==> src/rtl/addsub_pkg.sv <==
// Shared types and helpers for the pipelined adder/subtractor.
// Bundles are sized for the widest configuration used (64-bit).
package addsub_pkg;

    localparam int MAX_W     = 64;
    localparam int MAX_TAG_W = 8;

    typedef struct packed {
        logic [MAX_W-1:0]     a;
        logic [MAX_W-1:0]     b;
        logic                 sub;
        logic                 cin;
        logic [MAX_TAG_W-1:0] tag;
    } addsub_req_t;

    typedef struct packed {
        logic [MAX_W-1:0]     sum;
        logic                 cout;
        logic                 ovf;
        logic                 zero;
        logic [MAX_TAG_W-1:0] tag;
    } addsub_rsp_t;

    function automatic int chunk_w(input int width, input int stages);
        return width / stages;
    endfunction

endpackage

==> src/rtl/addsub_chunk.sv <==
// Combinational CW-bit ripple slice built from full_adder cells.
// Also exposes the carry into its MSB for overflow detection.
module addsub_chunk #(
    parameter int CW = 8
) (
    input  logic [CW-1:0] a_i,
    input  logic [CW-1:0] b_i,
    input  logic          c_i,
    output logic [CW-1:0] sum_o,
    output logic          c_o,
    output logic          cmsb_o
);

    logic c [CW+1];

    assign c[0] = c_i;

    for (genvar i = 0; i < CW; i++) begin : g_fa
        full_adder u_fa (
            .a_i (a_i[i]),
            .b_i (b_i[i]),
            .c_i (c[i]),
            .s_o (sum_o[i]),
            .c_o (c[i+1])
        );
    end

    assign c_o    = c[CW];
    assign cmsb_o = c[CW-1];

endmodule

==> src/rtl/full_adder.sv <==
// Single-bit full adder cell.
// Ripple chains in addsub_chunk are built from these.
module full_adder (
    input  logic a_i,
    input  logic b_i,
    input  logic c_i,
    output logic s_o,
    output logic c_o
);

    assign s_o = a_i ^ b_i ^ c_i;
    assign c_o = (a_i & b_i) | (c_i & (a_i ^ b_i));

endmodule

==> src/rtl/pipelined_addsub.sv <==
// Elastic STAGES-deep adder/subtractor: one chunk resolved per stage,
// carry handed forward in registers, per-stage advance for backpressure.
module pipelined_addsub
    import addsub_pkg::*;
#(
    parameter int WIDTH  = 32,
    parameter int STAGES = 4,
    parameter int TAG_W  = 6
) (
    input  logic             clk_i,
    input  logic             rst_i,
    input  logic             flush_i,
    input  logic             in_valid_i,
    output logic             in_ready_o,
    input  logic [WIDTH-1:0] a_i,
    input  logic [WIDTH-1:0] b_i,
    input  logic             sub_i,
    input  logic             cin_i,
    input  logic [TAG_W-1:0] tag_i,
    output logic             out_valid_o,
    input  logic             out_ready_i,
    output logic [WIDTH-1:0] sum_o,
    output logic             cout_o,
    output logic             ovf_o,
    output logic             zero_o,
    output logic [TAG_W-1:0] tag_o
);

    localparam int CW = chunk_w(WIDTH, STAGES);
    localparam int L  = STAGES - 1;

    logic [STAGES-1:0] v_q, v_d;
    logic [STAGES-1:0] c_q, c_d;
    logic [WIDTH-1:0]  a_q   [STAGES];
    logic [WIDTH-1:0]  a_d   [STAGES];
    logic [WIDTH-1:0]  b_q   [STAGES];
    logic [WIDTH-1:0]  b_d   [STAGES];
    logic [WIDTH-1:0]  s_q   [STAGES];
    logic [WIDTH-1:0]  s_d   [STAGES];
    logic [TAG_W-1:0]  tag_q [STAGES];
    logic [TAG_W-1:0]  tag_d [STAGES];
    logic              m_q, m_d;

    logic [STAGES-1:0] adv;
    logic [STAGES-1:0] ld;
    logic              accept;
    logic              go;
    logic [WIDTH-1:0]  b_eff;
    logic              c_eff;

    logic [CW-1:0]     ch_a  [STAGES];
    logic [CW-1:0]     ch_b  [STAGES];
    logic [CW-1:0]     ch_s  [STAGES];
    logic              ch_ci [STAGES];
    logic              ch_co [STAGES];
    logic              ch_m  [STAGES];

    for (genvar k = 0; k < STAGES; k++) begin : g_stage
        addsub_chunk #(
            .CW (CW)
        ) u_chunk (
            .a_i    (ch_a[k]),
            .b_i    (ch_b[k]),
            .c_i    (ch_ci[k]),
            .sum_o  (ch_s[k]),
            .c_o    (ch_co[k]),
            .cmsb_o (ch_m[k])
        );
    end

    // Advance is resolved back-to-front so a full stage can move
    // in the same cycle as the one ahead of it drains.
    always_comb begin
        go = v_q[L] & out_ready_i;
        adv = '0;
        adv[L] = go;
        for (int k = L - 1; k >= 0; k--) begin
            go = v_q[k] & (~v_q[k+1] | go);
            adv[k] = go;
        end
        in_ready_o = ~v_q[0] | adv[0];
        accept = in_valid_i & in_ready_o & ~flush_i;
    end

    always_comb begin
        b_eff = sub_i ? ~b_i : b_i;
        c_eff = sub_i ^ cin_i;
        ch_a[0]  = a_i[CW-1:0];
        ch_b[0]  = b_eff[CW-1:0];
        ch_ci[0] = c_eff;
        for (int k = 1; k < STAGES; k++) begin
            ch_a[k]  = a_q[k-1][k*CW +: CW];
            ch_b[k]  = b_q[k-1][k*CW +: CW];
            ch_ci[k] = c_q[k-1];
        end
    end

    always_comb begin
        ld = '0;
        ld[0] = accept;
        for (int k = 1; k < STAGES; k++) begin
            ld[k] = adv[k-1];
        end
        for (int k = 0; k < STAGES; k++) begin
            a_d[k]   = a_q[k];
            b_d[k]   = b_q[k];
            s_d[k]   = s_q[k];
            tag_d[k] = tag_q[k];
        end
        c_d = c_q;
        m_d = m_q;
        if (ld[0]) begin
            a_d[0]   = a_i;
            b_d[0]   = b_eff;
            tag_d[0] = tag_i;
            s_d[0]   = '0;
            s_d[0][CW-1:0] = ch_s[0];
            c_d[0]   = ch_co[0];
        end
        for (int k = 1; k < STAGES; k++) begin
            if (ld[k]) begin
                a_d[k]   = a_q[k-1];
                b_d[k]   = b_q[k-1];
                tag_d[k] = tag_q[k-1];
                s_d[k]   = s_q[k-1];
                s_d[k][k*CW +: CW] = ch_s[k];
                c_d[k]   = ch_co[k];
            end
        end
        if (ld[L]) begin
            m_d = ch_m[L];
        end
        for (int k = 0; k < STAGES; k++) begin
            if (flush_i) begin
                v_d[k] = 1'b0;
            end else if (ld[k]) begin
                v_d[k] = 1'b1;
            end else if (adv[k]) begin
                v_d[k] = 1'b0;
            end else begin
                v_d[k] = v_q[k];
            end
        end
    end

    always_ff @(posedge clk_i or posedge rst_i) begin
        if (rst_i) begin
            v_q <= '0;
            c_q <= '0;
            m_q <= 1'b0;
            for (int k = 0; k < STAGES; k++) begin
                a_q[k]   <= '0;
                b_q[k]   <= '0;
                s_q[k]   <= '0;
                tag_q[k] <= '0;
            end
        end else begin
            v_q <= v_d;
            c_q <= c_d;
            m_q <= m_d;
            for (int k = 0; k < STAGES; k++) begin
                a_q[k]   <= a_d[k];
                b_q[k]   <= b_d[k];
                s_q[k]   <= s_d[k];
                tag_q[k] <= tag_d[k];
            end
        end
    end

    assign out_valid_o = v_q[L];
    assign sum_o       = s_q[L];
    assign cout_o      = c_q[L];
    assign ovf_o       = c_q[L] ^ m_q;
    assign zero_o      = v_q[L] & ~|s_q[L];
    assign tag_o       = tag_q[L];

endmodule

==> config.mk <==
export PLATFORM = sky130hd
export DESIGN_NAME = pipelined_addsub
export DESIGN_NICKNAME = d
export VERILOG_FILES = /design/src/rtl/addsub_pkg.sv /design/src/rtl/addsub_chunk.sv /design/src/rtl/full_adder.sv /design/src/rtl/pipelined_addsub.sv
export SDC_FILE = /design/constraint.sdc
export NUM_CORES = 1
export LEC_CHECK = 0
export CELL_PAD_IN_SITES_DETAIL_PLACEMENT = 0
export CELL_PAD_IN_SITES_GLOBAL_PLACEMENT = 1
export CORE_AREA = 2 2 139 141
export CTS_CLUSTER_SIZE = 20
export DETAILED_ROUTE_END_ITERATION = 8
export DIE_AREA = 0 0 141 143
export PLACE_DENSITY_LB_ADDON = 0.3
export SLEW_MARGIN = 30
export SYNTH_ARGS = -nofsm -noshare
export SYNTH_HDL_FRONTEND = slang
export SYNTH_SLANG_ARGS = --single-unit
==> constraint.sdc <==
create_clock -name clk_i -period 10.1 [get_ports clk_i]
set_clock_uncertainty 0.1 [all_clocks]
set_input_delay 1.01 -clock clk_i [delete_from_list [all_inputs] [get_ports clk_i]]
set_output_delay 1.01 -clock clk_i [all_outputs]
set_load 0.05 [all_outputs]
==> results.txt <==
- Of the total power, the share spent switching nets is 33.3%.
- In this run the cell area of the synthesized design comes to 0.00921 mm^2.
- The final number of hold-violating endpoints came to 0.
* Pin count of the biggest net entering global routing: about 120
- Once placement completed, the tool counted placed cells totaling roughly 900.
- Global routing used between 10% and 20% of the available tracks across all layers.
- After clock tree synthesis, the setup repair step added 0 buffers.
* H-tree Lvls: 1
* Type of the worst setup path: in2reg
- Number of standard cells in the final layout excluding fillers: 953
* Clock root buffer master: sky130_fd_sc_hd__clkbuf_16
- From bottom edge to top edge, the die measures ~140 um.
- The final number of max-transition violations came to 0.
- For this design, the slowest cell found on the critical path is sky130_fd_sc_hd__buf_4.
- Routed Antenna Nets: 0
* Starting Density: 49.5%
- Share of synthesized cell area in full adder, half adder and majority cells: 6.96%
- Cells after synthesis: 620
- When the netlist entered floorplanning its net count stood at around 730.
- Total overflow reported by the global router: 0
- After Yosys synthesis, and, or, nand and nor cells account for under 10% of the synthesized area.
- In this design, the largest share of critical-path delay is due to adder cells.
* Die Footprint: between 0.02 and 0.025 mm^2
- TritonCTS sink count: roughly 210
- In the finished design, the share of the clock period the worst path needs comes to between 40% and 50%.
- After detailed routing, the total wire length is approximately 17 mm.
- Layout overhead on the synthesized area: 20.5%
- Setup TNS: 0 ns
- Across the VDD grid, the largest voltage drop is around 0.14 mV.
- Quantity of I/O buffers inserted on ports: between 100 and 150
* Minimum hold slack: 0.380 ns
* Cells resized by post-CTS repair: 0
* Data required time at the worst endpoint: between 10 and 15 ns
- Total I/O pin count: 120
- TritonCTS built the clock tree.
- Share of final-layout standard cells stronger than drive strength 1: approximately 26%
- Cells along the critical path: buf_4, xnor2_1, fa_1, fa_1, fa_1, fa_1, fa_1, fa_1, fa_1, inv_1, fa_1, mux2_1
* Setup-violating endpoint count in the final report: 0
- Mean number of vias per cell: between 5 and 6
* CP endpoint kind: flop
- Source-to-sink clock delay at the later pin of the worst-skew pair: 0.50 ns
- Type of the worst min-delay path: reg2reg
- Detailed-routing iteration count for the pre-antenna-repair pass: 4
- Synth area leaders: sky130_fd_sc_hd__dfrtp_1 57%, sky130_fd_sc_hd__mux2_2 17%, sky130_fd_sc_hd__fa_1 7.0%, sky130_fd_sc_hd__mux2_1 5.6%, sky130_fd_sc_hd__buf_4 3.4%
* Number of violations of the max-capacitance limit: 0
* Cell with the most instances on the worst path: sky130_fd_sc_hd__fa_1
* Power density relative to cell area: ~280 mW/mm^2
- Multiplexer cells account for around a quarter of the synthesized area.
* Biggest area consumer among synthesized cells: sky130_fd_sc_hd__dfrtp_1
* Drt initial violations: 194
* Crit path time final: 5.00 ns
- Post-synthesis sequential area ratio: about 57%
- Number of hold buffers added after CTS: 0
- The analysis attributes to cell leakage a power of slightly below 5 nW.
- Detailed placement ended at an HPWL of between 10 and 15 mm.
- Core Area: approximately 0.019 mm^2
* Number of buffers created by CTS: 23
- In this run the power spent charging and discharging nets is about 1.0 mW.
- DR vias: roughly 4.8k
- Final weighted congestion in routability-driven placement: between 0.7 and 0.8
- Setup repair after global routing left no endpoint under its margin.
- After synthesis, the mean cell area works out to around 15 um^2.
* Crit path buffers/inverters: 2
- Max stage delay on crit path: between 0.4 and 0.5 ns
- For the pin with the worst max-slew slack, the measured transition is between 0.8 and 0.9 ns.
- Complex-gate fraction of the synthesized area: 1.06%
- Dividing the detail-routed wire length by the instance count gives about 18 um.
- The clock network is responsible for roughly a quarter of the overall power.
- Residual DRC: 0
- Die outline width: about 140 um
* Yosys cell types: 27
* Number of global-route vias before repair: ~5.3k
* Top fanout value on the critical path: 33
- The number of antenna violations at the first check in global routing was 0.
- In this run the deepest clock path goes through 3 buffers.
- The internal portion of the total power is 2.09 mW.
* Antenna diode count: 0
* Fraction of synthesized cell area in xor and xnor cells: around 3.2%
* Timing-limited maximum frequency: roughly 200 MHz
- Post-layout net count: roughly 810
- The first global-routing pass estimated ~27 mm of wire.
- By area, the combinational part of the netlist is dominated by multiplexers.
- Run status: completed
- Sequential cells burn a little over two fifths of the power.
- For this run, the number of Yosys warnings is 0.
- Headroom to the max-slew limit came out at 44.6%.
* Combinational Power Share: 31.5%
- Clock-pin slew of the registers on the worst-case setup and hold paths: around 0.06 ns
- Data arrives at the worst endpoint at roughly 5.3 ns.
* Flip-flop and latch count after synthesis: roughly 210
* Top-area cell type share of the netlist area: 56.8%
- Row count: 50
- The worst setup path is launched from a primary input.
## final cells by class
type	count	area [um^2]
inverter	42	165
tap	234	293
timing repair buffer	123	1230
clock inverter	5	81.3
sequential	209	5230
clock buffer	34	677
fill	1410	7490
multi-input combinational	306	3420
## per-layer routing
layer  wire, um  share of wire (%)  GRT usage [%]  vias up
li1           -                  -              -     2215
met1       7220                 43           22.3     2442
met2       8410                 50           30.0      106
met3        706                4.2           3.15       35
met4        432                2.6           5.05        0
met5          0                  0              0        -
## power groups by stage
stage	clock, mW	sequential, mW	combinational (mW)
4_1_cts	0.855	1.31	1.01
3_3_place_gp	0	1.31	0.981
2_1_floorplan	0	1.26	0.814
6_report	0.833	1.31	0.985
3_5_place_dp	0	1.33	1.00
5_1_grt	0.890	1.35	1.07
## path summary, 6_finish.rpt
path                       slack, ns                  from               endpoint  depth (start not counted)
max                             5.10                 sub_i   s_q[103]$_DFFE_PP0P_                         12
min                             0.38  b_q[121]$_DFFE_PP0P_   b_q[121]$_DFFE_PP0P_                          1
max reg2reg                     5.84  a_q[104]$_DFFE_PP0P_    s_q[79]$_DFFE_PP0P_                         12
min reg2reg                     0.38  b_q[121]$_DFFE_PP0P_   b_q[121]$_DFFE_PP0P_                          1
max in group asynchronous       7.64                 rst_i   b_q[120]$_DFFE_PP0P_                          3
min in group asynchronous       1.00                 rst_i  sum_o[29]$_DFFE_PP0P_                          2
## placed cells by master, fill, tap and decap left out, types with 5 or more instances in the layout
cell type	count
sky130_fd_sc_hd__clkbuf_1	5
sky130_fd_sc_hd__clkbuf_16	23
sky130_fd_sc_hd__clkbuf_8	6
sky130_fd_sc_hd__clkdlybuf4s50_1	118
sky130_fd_sc_hd__dfrtp_1	209
sky130_fd_sc_hd__fa_1	32
sky130_fd_sc_hd__inv_1	41
sky130_fd_sc_hd__mux2_1	46
sky130_fd_sc_hd__mux2_2	139
sky130_fd_sc_hd__mux2i_1	14
sky130_fd_sc_hd__nor2_1	5
sky130_fd_sc_hd__nor4_1	6
sky130_fd_sc_hd__o21ai_0	10
sky130_fd_sc_hd__xnor2_1	10
sky130_fd_sc_hd__xor2_1	24
## worst reg2reg max path, cell delays in order, from the launching register on
cell and delay (ns):
sky130_fd_sc_hd__dfrtp_1 0.37, sky130_fd_sc_hd__inv_1 0.08, sky130_fd_sc_hd__fa_1 0.17, sky130_fd_sc_hd__inv_1 0.06, sky130_fd_sc_hd__fa_1 0.45, sky130_fd_sc_hd__fa_1 0.46
sky130_fd_sc_hd__fa_1 0.46, sky130_fd_sc_hd__fa_1 0.46, sky130_fd_sc_hd__fa_1 0.46, sky130_fd_sc_hd__fa_1 0.42, sky130_fd_sc_hd__inv_1 0.08, sky130_fd_sc_hd__fa_1 0.45
sky130_fd_sc_hd__a31oi_1 0.19
## sequential cells by signal, indices dropped and copies added, names as in the netlist
name	count
c_q	4
sum_o	32
m_q	1
v_q	4
tag_o	6
s_q	48
b_q	48
a_q	48
tag_q	18
## Yosys cell counts, drive strengths merged
master	instances
dfrtp	209
nor2b	1
xor2	24
nand2	3
mux2i	14
nand4	2
mux2	185
a21oi	5
buf	61
inv	42
nor2	5
nor4	6
and4b	1
nor3	1
nand4b	1
nor4b	1
fa	32
clkbuf	2
nand2b	2
xnor2	10
a31oi	1
o21ai	11
or3	1
## cell families after synthesis
family          count (synthesis)
flops                         209
mux                           199
buf+inv                       105
xor+xnor                       34
fa+ha+maj                      32
simple gates                   24
compound gates                 17
## stage by stage
| stage | setup slack (ns) | instance area (um^2) | power [mW] | utilization [%] |
|---|---|---|---|---|
| global route | 4.91 | 11100 | 3.31 | 59.7 |
| finish | 5.10 | 11100 | 3.13 | 59.7 |
| CTS | 4.70 | 11100 | 3.17 | 59.7 |
| global placement | 4.32 | 10300 | 2.29 | 55.5 |
| detailed placement | 4.19 | 10300 | 2.33 | 55.6 |
| floorplan | 3.28 | 9210 | 2.07 | - |
Note: power is estimated with default switching activity, not from simulation.
